File: src/rtl/braid_flow_sequencer.sv
// braid_flow_sequencer: valve sequencer for one N_IN x DEPTH mixer braid.
// It doses the requested inlets one at a time in round-robin order, with a
// closed guard gap after every dose. It then waits out the mixing chain and
// drains through the outlets. All outputs are registered, and reset closes
// every valve asynchronously.
module braid_flow_sequencer #(
    parameter int N_IN         = 8,
    parameter int DEPTH        = 8,
    parameter int STAGE_CYCLES = 4,
    parameter int GAP_CYCLES   = 2,
    parameter int DRAIN_CYCLES = 3,
    parameter int DOSE_W       = 8,
    parameter int RND_W        = 8
) (
    input  logic              clk,
    input  logic              rst_n,
    input  logic              start,
    input  logic [N_IN-1:0]   req,
    input  logic [DOSE_W-1:0] dose_len,
    input  logic              abort,
    output logic [N_IN-1:0]   inlet_valve,
    output logic [N_IN-1:0]   outlet_valve,
    output logic              busy,
    output logic              done,
    output logic              aborted,
    output logic [RND_W-1:0]  round_cnt
);

    function automatic int imax(input int a, input int b);
        return (a > b) ? a : b;
    endfunction

    // Phase lengths. Zero-length phases still occupy one cycle, so the
    // closed guard cycle between doses always exists.
    localparam int MIX_CYC = imax(DEPTH * STAGE_CYCLES, 1);
    localparam int GAP_CYC = imax(GAP_CYCLES, 1);
    localparam int DRN_CYC = imax(DRAIN_CYCLES, 1);
    localparam int CNT_MAX = imax(imax(2 ** DOSE_W, DEPTH * STAGE_CYCLES),
                                  imax(GAP_CYCLES, DRAIN_CYCLES));
    localparam int CNT_W   = $clog2(CNT_MAX + 1);
    localparam int PTR_W   = (N_IN > 1) ? $clog2(N_IN) : 1;

    localparam logic [CNT_W-1:0] MIX_LD = CNT_W'(MIX_CYC - 1);
    localparam logic [CNT_W-1:0] GAP_LD = CNT_W'(GAP_CYC - 1);
    localparam logic [CNT_W-1:0] DRN_LD = CNT_W'(DRN_CYC - 1);
    localparam logic [PTR_W-1:0] PTR_LAST = PTR_W'(N_IN - 1);

    typedef enum logic [2:0] {
        S_IDLE  = 3'd0,
        S_DOSE  = 3'd1,
        S_GAP   = 3'd2,
        S_MIX   = 3'd3,
        S_DRAIN = 3'd4
    } state_t;

    state_t            state_q;
    logic [N_IN-1:0]   pend_q;
    logic [DOSE_W-1:0] dl_q;
    logic [CNT_W-1:0]  cnt_q;
    logic [PTR_W-1:0]  rr_q;
    logic [PTR_W-1:0]  g_q;
    logic [N_IN-1:0]   inlet_q;
    logic [N_IN-1:0]   outlet_q;
    logic              busy_q;
    logic              done_q;
    logic              aborted_q;
    logic [RND_W-1:0]  round_q;

    logic [DOSE_W-1:0] dl_d;
    logic [N_IN-1:0]   srch_mask;
    logic [PTR_W-1:0]  grant;
    logic [PTR_W-1:0]  idx;
    logic [PTR_W-1:0]  rr_d;

    // A dose length of zero is stretched to one cycle.
    always_comb begin
        dl_d = (dose_len == '0) ? DOSE_W'(1) : dose_len;
    end

    // Round-robin grant: the first pending inlet at or above rr_q, wrapping.
    // In IDLE the search runs over the incoming req, so the first valve can
    // open on the same edge that accepts start.
    always_comb begin
        srch_mask = (state_q == S_IDLE) ? req : pend_q;
        grant     = '0;
        idx       = '0;
        for (int i = N_IN - 1; i >= 0; i--) begin
            idx = PTR_W'((int'(rr_q) + i) % N_IN);
            if (srch_mask[idx]) grant = idx;
        end
    end

    // The pointer moves just past the inlet that was served.
    always_comb begin
        rr_d = (g_q == PTR_LAST) ? '0 : g_q + 1'b1;
    end

    // Main sequencer. Valve, busy and pulse outputs are registered here
    // alongside the state, so they always change on the same edge.
    always_ff @(posedge clk or negedge rst_n) begin
        if (!rst_n) begin
            state_q   <= S_IDLE;
            pend_q    <= '0;
            dl_q      <= '0;
            cnt_q     <= '0;
            rr_q      <= '0;
            g_q       <= '0;
            inlet_q   <= '0;
            outlet_q  <= '0;
            busy_q    <= 1'b0;
            done_q    <= 1'b0;
            aborted_q <= 1'b0;
            round_q   <= '0;
        end else begin
            done_q    <= 1'b0;
            aborted_q <= 1'b0;
            if (abort && state_q != S_IDLE) begin
                // Cancel: close everything and drop pending work. The round
                // counter and the fairness pointer are left as they are.
                state_q   <= S_IDLE;
                pend_q    <= '0;
                cnt_q     <= '0;
                inlet_q   <= '0;
                outlet_q  <= '0;
                busy_q    <= 1'b0;
                aborted_q <= 1'b1;
            end else begin
                case (state_q)
                    S_IDLE: begin
                        if (start) begin
                            dl_q <= dl_d;
                            if (req == '0) begin
                                pend_q  <= '0;
                                done_q  <= 1'b1;
                                round_q <= round_q + 1'b1;
                            end else begin
                                pend_q  <= req;
                                g_q     <= grant;
                                inlet_q <= N_IN'(1) << grant;
                                cnt_q   <= CNT_W'(dl_d) - 1'b1;
                                busy_q  <= 1'b1;
                                state_q <= S_DOSE;
                            end
                        end
                    end
                    S_DOSE: begin
                        if (cnt_q == '0) begin
                            inlet_q     <= '0;
                            pend_q[g_q] <= 1'b0;
                            rr_q        <= rr_d;
                            cnt_q       <= GAP_LD;
                            state_q     <= S_GAP;
                        end else begin
                            cnt_q <= cnt_q - 1'b1;
                        end
                    end
                    S_GAP: begin
                        if (cnt_q == '0) begin
                            if (pend_q != '0) begin
                                g_q     <= grant;
                                inlet_q <= N_IN'(1) << grant;
                                cnt_q   <= CNT_W'(dl_q) - 1'b1;
                                state_q <= S_DOSE;
                            end else begin
                                cnt_q   <= MIX_LD;
                                state_q <= S_MIX;
                            end
                        end else begin
                            cnt_q <= cnt_q - 1'b1;
                        end
                    end
                    S_MIX: begin
                        if (cnt_q == '0) begin
                            outlet_q <= '1;
                            cnt_q    <= DRN_LD;
                            state_q  <= S_DRAIN;
                        end else begin
                            cnt_q <= cnt_q - 1'b1;
                        end
                    end
                    S_DRAIN: begin
                        if (cnt_q == '0) begin
                            outlet_q <= '0;
                            busy_q   <= 1'b0;
                            done_q   <= 1'b1;
                            round_q  <= round_q + 1'b1;
                            state_q  <= S_IDLE;
                        end else begin
                            cnt_q <= cnt_q - 1'b1;
                        end
                    end
                    default: begin
                        state_q  <= S_IDLE;
                        inlet_q  <= '0;
                        outlet_q <= '0;
                        busy_q   <= 1'b0;
                    end
                endcase
            end
        end
    end

    assign inlet_valve  = inlet_q;
    assign outlet_valve = outlet_q;
    assign busy         = busy_q;
    assign done         = done_q;
    assign aborted      = aborted_q;
    assign round_cnt    = round_q;

endmodule
File: config.mk
export PLATFORM = sky130hd
export DESIGN_NAME = braid_flow_sequencer
export DESIGN_NICKNAME = d
export VERILOG_FILES = /design/src/rtl/braid_flow_sequencer.sv
export SDC_FILE = /design/constraint.sdc
export NUM_CORES = 1
export LEC_CHECK = 0
export CAP_MARGIN = 40
export CORE_MARGIN = 2
export CORE_UTILIZATION = 25
export DETAILED_ROUTE_END_ITERATION = 7
export GPL_TIMING_DRIVEN = 0
export PLACE_DENSITY = 0.46
export SETUP_SLACK_MARGIN = 0.5
export SYNTH_ARGS = -nofsm -noshare
export SYNTH_HDL_FRONTEND = slang
export SYNTH_SLANG_ARGS = --single-unit
File: constraint.sdc
create_clock -name clk -period 6.85 [get_ports clk]
set_input_delay 1.7125 -clock clk [delete_from_list [all_inputs] [get_ports clk]]
set_output_delay 1.7125 -clock clk [all_outputs]
set_load 0.02 [all_outputs]
; Word-level counts from Yosys, hierarchy flattened
; Index checks and enable logic that the tools add are counted.
[classes]
add_sub_neg = 12
mul = 0
div = 0
magnitude_cmp = 10
n_eq_ne = 22
n_shift = 1
mux = 82
bitwise_logic = 3
n_reduce_logical = 25
[ops]
columns = op, count
row1 = $mux W8, 17
row2 = $mux W9, 8
row3 = $mux W3, 20
row4 = $pmux W9 S5, 1
row5 = $lt A3 B4 Y1 const B, 9
row6 = $pmux W8 S2, 2
row7 = $pmux W8 S4, 1
row8 = $bmux W1 S3, 8
row9 = $pmux W8 S3, 1
row10 = $ne A3 B3 Y1 const B, 7
row11 = $mux W1, 18
row12 = $reduce_and A6 Y1, 3
row13 = $sub A8 B1 Y9 const B, 2
row14 = $logic_not A8 Y1, 2
row15 = $pmux W3 S5, 1
row16 = $add A3 B3 Y3 const B, 4
row17 = $reduce_and A3 Y1, 4
row18 = $ne A2 B2 Y1 const B, 5
row19 = $logic_not A9 Y1, 1
row20 = $sub A9 B1 Y9 const B, 1
row21 = $add A8 B1 Y8 const B, 1
row22 = $and A8 B8 Y8, 1
row23 = $ne A2 B1 Y1 const B, 4
row24 = $not A8 Y8, 1
row25 = other kinds (24), 33
[totals]
regBits = 61
latchBits = 0
ramBits = 0
rom_bits = 0
input_bits = 20
output_inout_bits = 27
wordCells = 167
n_memories = 0

; Logic depth before layout (Yosys ltp)
; Gate-level depths: netlist of run 1.
[logic_depth]
word_depth = 17
ltp_mapped = 13
ltp_nobuf = 10

; Worst setup path before layout of run 1
; Ideal clock, no wire load.
[synth_timing]
path_kind = input to register
startpoint = input port req[4]
endpoint = register inlet_q[2], in the netlist inlet_valve[2]
setup_time_ps = 122
arrival_time_ps = 3609
required_time_ps = 6728
setup_slack_ps = 3119
stages = 7
path_buffers = 0
cell_sequence = mux4_2 > mux4_2 > a21boi_1 > nor2_1 > o21a_1 > o32a_1 > a32o_1
[synth_via]
elab_chain_cells = 16
elab_cells_between_ends = 35
classes_between = 1 x eq/ne / 1 x shift / 31 x mux / 2 x reduce/logical
[synth_lines]
columns = item, line
row1 = "start, declared", 18  ; input logic [N_IN-1:0] req,
row2 = $mux W8, 84  ; srch_mask = (state_q == S_IDLE) ? req : pend_q;
row3 = $bmux W1 S3, 89  ; if (srch_mask[idx]) grant = idx;
row4 = $mux W1 (implied by the code), 89
row5 = $mux W3 (8 in series), 89
row6 = $shl A1 B3 Y8, "139, 161"
row7 = "$mux W8, on equally long branches", "159, 132"
row8 = "$mux W8, on equally long branches", "158, 130"
row9 = $pmux W8 S4, 128  ; case (state_q)
row10 = $mux W8, 117  ; if (abort && state_q != S_IDLE) begin
row11 = "end signal, assigned", 139  ; inlet_q <= N_IN'(1) << grant;
row12 = "end signal, assigned", 161  ; inlet_q <= N_IN'(1) << grant;
row13 = "end, declared", 62  ; logic [N_IN-1:0] inlet_q;
; Several ways; a longest one is shown, not always the timed one. The select of a mux whose other input is x is not followed.
; A chain may end at the register's enable or synchronous reset.

; Worst setup path in the final report of run 1
[layout_timing]
startpoint = register rr_q[1]
endpoint = register inlet_q[4], in the netlist inlet_valve[4]
[layout_via]
elab_chain_cells = 16
elab_cells_between_ends = 38
classes_between = 7 x add/sub / 1 x shift / 30 x mux
[layout_lines]
columns = item, line
row1 = "start, declared", 60  ; logic [PTR_W-1:0] rr_q;
row2 = "start signal, assigned", 150  ; rr_q <= rr_d;
row3 = $add A3 B3 Y3, 88  ; idx = PTR_W'((int'(rr_q) + i) % N_IN);
row4 = $bmux W1 S3, 89
row5 = $mux W1 (implied by the code), 89
row6 = $mux W3 (7 in series), 89
row7 = $mux W3 (*), 89
row8 = $shl A1 B3 Y8 (*), "139, 161"
row9 = "$mux W8, on equally long branches", "159, 132"
row10 = "$mux W8, on equally long branches", "158, 130"
row11 = $pmux W8 S4 (*), 128
row12 = $mux W8 (*), 117
; Every way passes the cells marked *; elsewhere a longest branch is shown, timed or not. The select of a mux whose other input is x is not followed.

==> impl_results.md, run 1 <==
- Status: complete, no violations
- Worst hold start: round_cnt[7]
- Relative slew margins: 46.2%
- Post-DRT Antenna Nets: 0
- Worst EP arrival: 4.70 ns
- P&R area growth vs syn: 21.6%
- Netlist cell types: 63
- H-tree levels: 2
- Post-route setup TNS: 0 ns
- Latest clock arrival within the worst-skew pair: 0.30 ns
- First-pass GRT wire length: 20400 um
- DR pass1 iterations: 4
- CP delay by family, top: buffers and inverters
- Most frequent cells after synthesis: nand2_1 (68), dfrtp_1 (54), o21ai_0 (41)
- GR Overflow Total: 0
- Via Count: 3958
- Cell Chain, Critical Path: clkbuf_1 > inv_1 > clkbuf_1 > ha_1 > buf_1 > mux2i_1 > mux4_2 > mux2i_1 > nor2_1 > o21a_1 > o32ai_2 > a32o_1
- Hold WS: 0.482 ns
- Cells after Synth: 485
- Core footprint: 0.0166 sq mm
- TritonCTS Buffers: 5
- TritonCTS clock tree: done
- Critical Path Fanout Max: 10
- Syn. warnings: 0
- Max incr delay on CP: around 0.57 ns
- Hold Path Class: flip-flop to flip-flop
- PortBufs: 45
- Die Ht: approximately 130 um
- RSZ-0062 raised after global routing: no
- Met1 Resource Use GR: 19.3%
- Largest net degree at the start of global routing: 30
- Finished Cell Area: 0.00517 sq mm
- Iteration-0 DRC count of the detailed router: 327
- Layout cells sized above 1: 11.5%
- Max frequency: about 220 MHz
- Post-layout min period: roughly 4.5 ns
- Layout Skew: about 0.0066 ns
- WS Path Type: flip-flop to flip-flop
- Tot GR Track Use: 13.8%
- Layout fillers: 1727
- # hold bufs at CTS: 0
- CTS clk-pin slew, worst paths: ~0.070 ns
- IO Pins: between 40 and 50
- Clock tree sinks: 54
- Global routing's busiest layer: met2
- Multi-input gate area: around 0.0027 sq mm
- Post-synthesis register bit count: 54
- Endpoints failing setup: 0
- Slowest cell on the critical path: mux4_2
- Die W: 134 um
- Syn_nets: 513
- Final Util: 31.1%
- Top-count cell post-synth: nand2_1
- FF/Latch Area: roughly 0.0014 sq mm
- Placed Area: 0.00500 sq mm
- Ys flop type: dfrtp_1
- Post-DP HPWL: roughly 9500 um
- Post-CTS setup buffers: 0
- Post-cts resize count: 0
- Routability congestion estimate: 0.872
- Vias in the first global route: 3873
- Grt met2 use: 22.0%
- Root Buffer: clkbuf_16
- Drc violations: 0
- Diodes inserted: 0
- Crit start category: flip-flop
- Peak supply drop: 0.193 mV
- Max Cap Viol: 0
- Routing usage on met3: 1.73%
- Wire per inst: about 16 um
- Pleak: 2.05 nW
- Nets: 567
- RR Startpoint: rr_q[1]
- Critical Path Source: rr_q[1]
- Die Area: 0.0181 sq mm
- Register area share after synthesis: approximately a third
- Largest area contributor in the netlist: dfrtp_1
- Post-Syn Area: 0.00426 sq mm
- Initial antenna violation count: 0
- Post-synth EDFFs: 0
- Async SR Flop Fraction: 100%
- PwrDens: 481 mW/mm^2
- Synth area leaders: dfrtp_1 (32%), mux4_2 (8.5%), nand2_1 (6.0%), mux2i_1 (4.9%), o21ai_0 (4.8%)
- Fraction of the cycle the final worst path needs: 65.1%
- Final Hold Fails: 0
- Post-synth top area share: a little under a third
- Drt via density: roughly 5.2
- CP Capture Type: flip-flop
- Worst path required time: 7.09 ns
- Slew @ Worst Pin: 0.803 ns
- Post-Syn Area per Cell: 8.78 sq um
- CP Buf/Inv Count: 4
- Initial Utilization: ~26%
- Slew Viols, Final: 0
- Clock Tree Buf Depth: 2
- Site Rows: 47
- Post-Route WL: ~12000 um
[cells by family after synthesis]
kind of cell    synth area share, %
fa+ha+maj                      2.35
compound gates                 20.8
simple gates                   17.7
mux                            17.4
buf+inv                        5.53
xor+xnor                       4.53
flops                          31.7
[per-stage QoR]
step	worst slack, ns	std cells	total power [mW]
6_report	2.39	760	2.49
5_1_grt	2.12	760	2.70
4_1_cts	2.46	760	2.49
3_5_place_dp	2.25	752	2.18
3_3_place_gp	2.29	750	2.16
2_1_floorplan	3.12	485	1.75
[registers in the layout (all words and copies together) (netlist names)]
register,cells
rr_q,3
done,1
inlet_valve,8
state_q,3
dl_q,8
outlet_valve,1
pend_q,8
g_q,3
aborted,1
busy,1
cnt_q,9
round_cnt,8
[layer usage]
layer | share of wire (%) | vias up
met2 | 46 | 101
li1 | - | 1909
met1 | 48 | 1931
met5 | 0 | -
met4 | 1.9 | 0
met3 | 3.8 | 17
[layout by cell type, fill, tap and decap left out, types with 4 or more instances in the layout]
cell type / count
o211ai_1: 4
mux2_2: 15
a32o_1: 8
nand3_1: 13
nand2_1: 68
a211oi_1: 6
inv_1: 17
nor3_1: 5
dfrtp_1: 54
clkdlybuf4s50_1: 44
o31ai_1: 5
clkbuf_16: 5
o21ai_0: 41
nor2_1: 34
mux4_2: 16
buf_1: 4
mux2i_1: 21
buf_4: 7
a21oi_1: 28
nor4_1: 11
xor2_1: 9
ha_1: 8
clkbuf_1: 17
xnor2_1: 13
nand2b_1: 6
a31oi_1: 10
buf_2: 7
[final cells by class]
type / instances / share of cell area (%)
Multi-Input combinational cell: 379 / 51.6
Sequential cell: 54 / 26.1
Timing Repair Buffer: 47 / 9.09
Tap cell: 220 / 5.32
Buffer: 34 / 3.24
Clock buffer: 5 / 2.42
Inverter: 18 / 1.31
Clock inverter: 3 / 0.919
[power breakdown]
part / total [mW] / leakage, nW / switching, mW / internal (mW)
sequential: 0.542 / 0.697 / 0.115 / 0.427
clock: 0.297 / 0.0844 / 0.122 / 0.175
combinational: 1.65 / 1.26 / 0.953 / 0.700
[path summary, 6_finish.rpt]
path                            slack [ns]              to  depth (start not counted)
worst max-delay path                  2.39  inlet_valve[4]                         12
worst min register to register        0.48    round_cnt[7]                          1
max in group asynchronous             4.84         aborted                          2
worst max register to register        2.39  inlet_valve[4]                         12
min in group asynchronous             1.43    round_cnt[2]                          1
worst min-delay path                  0.48    round_cnt[7]                          1
Power figures use the tool's default switching activity.
==> run 2: changes to the inputs <==
--- a/config.mk
+++ b/config.mk
@@ -10,7 +10,7 @@
 export CORE_UTILIZATION = 25
 export DETAILED_ROUTE_END_ITERATION = 7
 export GPL_TIMING_DRIVEN = 0
-export PLACE_DENSITY = 0.46
+export PLACE_DENSITY = 0.47
 export SETUP_SLACK_MARGIN = 0.5
 export SYNTH_ARGS = -nofsm -noshare
 export SYNTH_HDL_FRONTEND = slang
==> constraint.sdc (replaced) <==
create_clock -name clk -period 3.82 [get_ports clk]
set_input_delay 0.955 -clock clk [delete_from_list [all_inputs] [get_ports clk]]
set_output_delay 0.955 -clock clk [all_outputs]
set_load 0.02 [all_outputs]
==> impl_results.md, run 2 (synthesized netlist as in run 1, its figures left out) <==
- Crit start category: primary input
- Hold depth: 1
- Post-DRT Antenna Nets: 0
- GR Overflow Total: 0
- Largest net degree at the start of global routing: 36
- CP Capture Type: flip-flop
- Routability congestion estimate: approximately 0.85
- Pleak: 2.18 nW
- Cell Int Power: 2.64 mW
- P&R area growth vs syn: 28.5%
- Via Count: between 4000 and 5000
- Wire per inst: 16.2 um
- PwrDens: 894 mW/mm^2
- Die W: 134 um
- Status: complete, no violations
- TritonCTS Buffers: 5
- Clock Tree Buf Depth: 2
- Post-layout min period: 3.27 ns
- IO Pins: 47
- CTS clk-pin slew, worst paths: 0.07 ns
- Site Rows: between 40 and 50
- R2R cell count: 10
- H-tree levels: 2
- Total power: 4.89 mW
- Tot GR Track Use: 13.8%
- Iteration-0 DRC count of the detailed router: 364
- Final Hold Fails: 0
- Nets: 583
- Slew @ Worst Pin: 0.762 ns
- Core footprint: 0.0166 sq mm
- RSZ-0062 raised after global routing: yes
- Power share of the combinational group: 69.1%
- Clock tree sinks: 54
- Hold WS: 0.483 ns
- Critical Path Fanout Max: 6
- Worst path required time: between 4 and 5 ns
- Max reg flops: 9
- Root Buffer: clkbuf_16
- First-pass GRT wire length: 20300 um
- Layout cells sized above 1: ~19%
- Hold Path Class: flip-flop to flip-flop
- Diodes inserted: 0
- Endpoints failing setup: 0
- Fraction of the cycle the final worst path needs: a little under nine tenths
- Drc violations: 0
- Max Cap Viol: 0
- Finished Cell Area: 0.00547 sq mm
- Placed Area: 0.00501 sq mm
- Sw power: 2.25 mW
- Vias in the first global route: 3913
- DR pass1 iterations: 5
- Clk pwr share: 10.9%
- Die Ht: 134 um
- Latest clock arrival within the worst-skew pair: 0.30 ns
- Relative slew margins: about 50%
- PortBufs: 45
- WS Path Type: primary input to flip-flop
- Drt via density: 5.25
- Post-DP HPWL: 9370 um
- Net Sw Frac: 46.0%
- Worst slack, placed: -0.0777 ns
- Initial antenna violation count: 0
- Most common cell after layout, fill and taps aside: nand2_1
- Commonest non-fill, non-tap cells in the layout: nand2_1 (68), dfrtp_1 (54), o21ai_0 (41)
- Max frequency: 306 MHz
- Most flop-heavy register: cnt_q
- Worst setup margin: 0.547 ns
- Worst EP arrival: 3.46 ns
- # hold bufs at CTS: 0
- Layout Skew: between 0.005 and 0.006 ns
- Seq pwr share: between 20% and 30%
- Peak supply drop: 0.446 mV
- Slew Viols, Final: 0
- Initial Utilization: 25.6%
- TritonCTS clock tree: done
- Die Area: 0.0181 sq mm
- Post-Route WL: 12600 um
[run 2: cell types whose count changed in the layout (fill, tap and decap cells not counted), moves of 4 or more]
cell	before	now
nor4_1	11	7
clkdlybuf4s50_1	44	36
buf_4	7	24
buf_2	7	2
clkbuf_2	0	6
clkbuf_1	17	12
buf_6	1	5
dlygate4sd2_1	0	6
[run 2: power groups by stage]
stage               sequential, mW  combinational [mW]  clock (mW)
floorplan                    0.964                2.17           0
global placement             0.975                2.90           0
detailed placement           0.980                2.93           0
CTS                          0.971                3.21       0.551
global route                  1.01                3.69       0.569
finish                       0.978                3.38       0.532
[run 2: routing by layer]
layer / part of all wire, % / track usage (%) / vias up / wire length (um)
met1: 47 / 19.0 / 2009 / 5930
met5: 0 / 0 / - / 0
met4: 1.4 / 3.57 / 0 / 180
li1: - / - / 1938 / -
met2: 47 / 22.8 / 113 / 5930
met3: 4.4 / 1.99 / 17 / 548
[run 2: worst paths after layout]
check                        startpoint              to  slack (ns)
min                        round_cnt[7]    round_cnt[7]        0.48
max                              req[6]  inlet_valve[6]        0.55
max in group asynchronous         rst_n       pend_q[6]        2.66
max reg2reg                  state_q[1]  inlet_valve[6]        0.58
min in group asynchronous         rst_n    round_cnt[0]        0.61
min reg2reg                round_cnt[7]    round_cnt[7]        0.48
[run 2: cell type report]
cell class              instances  area, sq um
fillers                      1738        11200
multi-input cells             379         2790
flip-flops and latches         54         1350
repair buffers                 63          573
well taps                     220          275
plain buffers                  34          243
clock buffers                   5          125
inverters                      18         70.1
clock inverters                 3         48.8
[run 2: stage by stage]
stage,cells,utilization [%],TNS [ns]
finish,776,32.9,0
global route,776,32.9,0
CTS,765,31.9,0
detailed placement,752,30.1,-0.417
global placement,750,30.0,-0.113
floorplan,485,-,0
[run 2: repair_timing]
action	CTS	global route
endpoints found under the setup margin	21	23
pin swaps	2	11
resized for setup	31	35
setup buffers	5	11
[run 2: critical path: stages]
cell and delay [ns]:
dlygate4sd2_1 0.32, mux4_2 0.51, mux4_2 0.51, a21boi_2 0.15, nor2_1 0.06, o21a_1 0.24
o32a_1 0.44, a32o_1 0.27
==> run 3: changes to the inputs <==
--- a/config.mk
+++ b/config.mk
@@ -12,6 +12,7 @@
 export GPL_TIMING_DRIVEN = 0
 export PLACE_DENSITY = 0.47
 export SETUP_SLACK_MARGIN = 0.5
+export SLEW_MARGIN = 5
 export SYNTH_ARGS = -nofsm -noshare
 export SYNTH_HDL_FRONTEND = slang
 export SYNTH_SLANG_ARGS = --single-unit
==> results of run 3 <==
Same layout as run 2: the final DEF is identical, and so are final timing and power.
